<file path="config.mk">
export PLATFORM = sky130hd
export DESIGN_NAME = mul_pipe
export DESIGN_NICKNAME = d
export VERILOG_FILES = /design/src/rtl/mul_pipe.sv
export SDC_FILE = /design/constraint.sdc
export NUM_CORES = 1
export LEC_CHECK = 0
export ABC_AREA = 1
export CAP_MARGIN = 20
export CELL_PAD_IN_SITES_DETAIL_PLACEMENT = 1
export CELL_PAD_IN_SITES_GLOBAL_PLACEMENT = 1
export CORE_MARGIN = 4
export CORE_UTILIZATION = 45
export DETAILED_ROUTE_END_ITERATION = 12
export GPL_TIMING_DRIVEN = 1
export PLACE_DENSITY = 0.88
export SLEW_MARGIN = 20
export SYNTH_ARGS = -nofsm -noshare
export SYNTH_HDL_FRONTEND = slang
export SYNTH_SLANG_ARGS = --single-unit
</file>
<file path="constraint.sdc">
create_clock -name clk -period 1.7 [get_ports clk]
set_input_delay 0.34 -clock clk [delete_from_list [all_inputs] [get_ports clk]]
set_output_delay 0.34 -clock clk [all_outputs]
set_load 0.01 [all_outputs]
</file>
<file path="src/rtl/mul_pipe.sv">
// mul_pipe: pipelined join-multiplier with valid/ready handshakes.
//
// One operand pair is consumed only when din0 and din1 are both valid and
// stage 1 can accept. The full-width product (DIN0+DIN1 bits) appears on
// dout after STAGES register stages. Each operand is sign- or zero-extended
// to the product width per its *_SIGNED parameter, so the truncated product
// is exact for every signedness mix. STAGES = 0 gives a purely combinational
// join-multiply.
//
// Ports:
//   clk           clock, rising edge
//   rst           asynchronous reset, active-low
//   din0_data_i   operand A             din0_valid_i / din0_ready_o
//   din1_data_i   operand B             din1_valid_i / din1_ready_o
//   dout_data_o   product, DIN0+DIN1 b  dout_valid_o / dout_ready_i
module mul_pipe #(
   parameter int DIN0        = 16,
   parameter int DIN1        = 16,
   parameter int DIN0_SIGNED = 0,
   parameter int DIN1_SIGNED = 0,
   parameter int STAGES      = 2
) (
   input  logic                 clk,
   input  logic                 rst,
   input  logic [DIN0-1:0]      din0_data_i,
   input  logic                 din0_valid_i,
   output logic                 din0_ready_o,
   input  logic [DIN1-1:0]      din1_data_i,
   input  logic                 din1_valid_i,
   output logic                 din1_ready_o,
   output logic [DIN0+DIN1-1:0] dout_data_o,
   output logic                 dout_valid_o,
   input  logic                 dout_ready_i
);

   localparam int P = DIN0 + DIN1;

   logic [P-1:0] a_ext;
   logic [P-1:0] b_ext;
   logic [P-1:0] prod;
   logic         pair_valid;

   // Extending both operands to P bits makes a plain P-bit multiply exact
   // modulo 2^P regardless of which operands are two's complement.
   generate
      if (DIN0_SIGNED != 0) begin : g_a_signed
         assign a_ext = {{DIN1{din0_data_i[DIN0-1]}}, din0_data_i};
      end else begin : g_a_unsigned
         assign a_ext = {{DIN1{1'b0}}, din0_data_i};
      end
      if (DIN1_SIGNED != 0) begin : g_b_signed
         assign b_ext = {{DIN0{din1_data_i[DIN1-1]}}, din1_data_i};
      end else begin : g_b_unsigned
         assign b_ext = {{DIN0{1'b0}}, din1_data_i};
      end
   endgenerate

   assign prod       = a_ext * b_ext;
   assign pair_valid = din0_valid_i & din1_valid_i;

   generate
      if (STAGES == 0) begin : g_comb
         // No state: clock and reset are intentionally unconnected.
         logic unused_clk_rst;
         assign unused_clk_rst = clk ^ rst;

         assign dout_valid_o = pair_valid;
         assign dout_data_o  = prod;
         assign din0_ready_o = pair_valid & dout_ready_i;
         assign din1_ready_o = pair_valid & dout_ready_i;
      end else begin : g_pipe
         logic [STAGES:1] v_q;
         logic [STAGES:1] v_d;
         logic [P-1:0]    d_q [1:STAGES];
         logic [P-1:0]    d_d [1:STAGES];
         logic [STAGES:1] en;
         logic [STAGES:0] vs;
         logic [P-1:0]    ds  [0:STAGES];
         logic            fire_in;

         // Stage k loads when it is empty or everything downstream of it
         // moves; walking from the output back gives that as a running OR.
         always_comb begin
            logic acc;
            acc = dout_ready_i;
            en  = '0;
            for (int k = STAGES; k >= 1; k--) begin
               acc   = !v_q[k] | acc;
               en[k] = acc;
            end
         end

         // Index 0 is the unregistered input pair, 1..STAGES the registers.
         always_comb begin
            vs    = {v_q, pair_valid};
            ds[0] = prod;
            for (int k = 1; k <= STAGES; k++) begin
               ds[k] = d_q[k];
            end
         end

         always_comb begin
            v_d = v_q;
            for (int k = 1; k <= STAGES; k++) begin
               d_d[k] = d_q[k];
               if (en[k]) begin
                  v_d[k] = vs[k-1];
                  d_d[k] = ds[k-1];
               end
            end
         end

         always_ff @(posedge clk or negedge rst) begin
            if (!rst) begin
               v_q <= '0;
               for (int k = 1; k <= STAGES; k++) begin
                  d_q[k] <= '0;
               end
            end else begin
               v_q <= v_d;
               d_q <= d_d;
            end
         end

         // Ready is forced low while reset is held, independent of the en chain.
         assign fire_in      = pair_valid & en[1] & rst;
         assign din0_ready_o = fire_in;
         assign din1_ready_o = fire_in;
         assign dout_valid_o = v_q[STAGES];
         assign dout_data_o  = d_q[STAGES];
      end
   endgenerate

endmodule

</file>
==> impl_metrics.tcl <==
set metrics [dict create \
    num_vias 14300 \
    cpPeakStageDelay_ns 0.74 \
    report.final.slew_viol_count 0 \
    maxSlewHeadroom_pct 39.2 \
    fin_worst_skew_ns 0.0161 \
    critPathBufInv 7 \
    syn2layout_area_growth_pct 44.8 \
    wl_per_cell_um 35.4 \
    drtIter0Drc 1888 \
    failed_checks "setup timing" \
    crit_type "in2reg" \
    instances_no_fill 2231 \
    async_flop_share_pct 100 \
    rows 59 \
    regToRegSetupSlack_ns -0.26 \
    insertion_delay_ns 0.36 \
    maxCapViolCount 0 \
    fp.dieW_um 172 \
    finalCriticalPeriod_ns 6.06 \
    yosys_register_bits 66 \
    fin_nets 2225 \
    vias_per_cell 6.42 \
    cp.arrival_ns 6.22 \
    grtUsageTotal_pct 40.6 \
    drive_gt1_share_pct 39.5 \
    worstHoldPathType "in2async" \
    firstDrtPassIters 6 \
    portBuffers 71 \
    r2r_cells 11 \
    antenna_left 0 \
    synth_nets 2006 \
    dp_hpwl_um 32900 \
    finalCritPeriodShare_pct 356 \
    gp_congestion 0.895 \
    syn-instance-count 1671 \
    yosys.cell_count.top_type "nand2_1" \
    cp_max_fo 5 \
    rsz0062_at_grt "true" \
    synth.area.top_cells "fa_1 32%, nand2_1 18%, inv_1 14%, dfrtp_1 14%, ha_1 11%" \
    grt_pass1_vias 15000 \
    die_area_um2 29700 \
    cp.depth 25 \
    io_pins 72 \
    yosysTopAreaCell "fa_1" \
    htree_levels 3 \
    setup_viol 33 \
    grt_max_degree 67 \
    syn_area_um2 12200 \
    hold_viol 0 \
    antenna_found_initial 2 \
    drcViolationCount 0 \
    path_delay_family "adder cells" \
    fmax_mhz 165 \
    cp.required_ns 1.86 \
    synth_top_area_share_pct 32.0 \
    yosys.cell_types.count 29 \
    tightest_slew_ns 0.912 \
    initial_utilization_pct 46.2 \
    worst_path_max_delay_cell "fa_2" \
    grt-ovfl-total 0 \
    outcome "complete, but fails checks" \
    ctsLongestPathBuffers 2 \
    cts_made_buffers 9 \
    synthTopCellsByCount "576 x nand2_1, 449 x inv_1, 194 x fa_1" \
    yosys_warnings 0 \
    cp-start-kind "input port" \
    cts_tree "done" \
    finalWorstSetupSlack_ns -4.36 \
    ys_seq_area_share_pct 13.6 \
    holdBufCountCts 0 \
    die_y_um 172 \
    crit_top_cell "nand2_1" \
    cts.sinks 66 \
    dp_cells 2103 \
    cts-root-buf "clkbuf_16" \
    drt-total-wl_um 79000 \
    core_um2 26300 \
    synth_edf_count 0 \
    syn_avg_cell_area_um2 7.27 \
    path_clk_slew_ns 0.08 \
    grt_pass1_wl_um 89600 \
    synth_ff_type "dfrtp_1" \
    cp-end-kind "flip-flop" \
]
-- layout by cell type, fill, tap and decap left out, types with 11 or more instances in the layout --
cell type,synthesis,routed
dfrtp_1,66,66
nor2_2,6,13
fa_2,0,37
nor2_1,41,19
clkbuf_16,0,11
clkdlybuf4s50_1,0,35
inv_1,449,338
o21ai_0,27,16
nand2_4,0,61
fa_1,194,157
nand2_1,576,417
nor2_4,1,16
buf_16,0,13
ha_1,104,57
nand2_2,6,102
buf_12,0,21
ha_4,0,46
buf_4,34,162
nand3_2,3,18
inv_2,3,108
buf_6,0,58
-- worst paths after layout --
| check | startpoint | endpoint |
|---|---|---|
| max reg2reg | g_pipe.v_q[2] | g_pipe.d_q[53] |
| min in group clk | dout_data_o[4] | dout_data_o[4] |
| min reg2reg | dout_data_o[4] | dout_data_o[4] |
| max | din1_data_i[8] | g_pipe.d_q[53] |
| min | rst | g_pipe.d_q[43] |
| max in group asynchronous | rst | g_pipe.d_q[61] |
-- registers in the layout (all words and copies together) (netlist names) --
name,count
dout_data_o,32
g_pipe.v_q,2
g_pipe.d_q,32
-- metrics by stage --
stage                     setup TNS, ns  hold WS [ns]  area (um^2)  util (%)  worst slack (ns)
after detailed placement        -109.75         0.462        14400      54.9             -4.25
after global placement          -103.48         0.431        14400      54.9             -4.02
final                           -103.51         0.281        17600      67.0             -4.36
after global routing            -103.89         0.345        17600      67.0             -4.31
after CTS                        -86.19         0.292        16300      62.0             -3.35
after floorplan                  -79.69        0.0444        13100         -             -3.18
-- layout make-up --
cell class / instances / area (um^2)
diodes: 1 / 2.50
clock buffers: 11 / 253
clock inverters: 5 / 36.3
fillers: 3029 / 8680
inverters: 453 / 1720
multi-input cells: 1041 / 10200
flip-flops and latches: 66 / 1650
well taps: 335 / 419
repair buffers: 319 / 3310
-- timing repair --
action                                  in CTS  in global routing
gates resized for setup                    360                351
setup buffers                               72                 35
cloned                                      13                  2
pin swaps                                  136                189
endpoints found under the setup margin      32                 36
-- cell families after synthesis --
| kind of cell | share of synthesized area (%) |
|---|---|
| AND/OR/NAND/NOR | 22.0 |
| buffers and inverters | 18.6 |
| adder cells (fa/ha/maj) | 42.7 |
| flip-flops | 13.6 |
| AO/OA/AOI/OAI | 2.25 |
| XOR/XNOR | 0.937 |
-- routing by layer --
layer | up-vias | wire [um] | track usage (%)
li1 | 5124 | - | -
met1 | 6810 | 23600 | 42.6
met2 | 1530 | 33800 | 70.1
met3 | 853 | 10700 | 10.2
met4 | 8 | 10700 | 30.4
met5 | - | 204 | 0.167
Power is left out: the tool's default activity adds up to more than one toggle a clock period on the data nets, which glitch-free logic cannot reach.
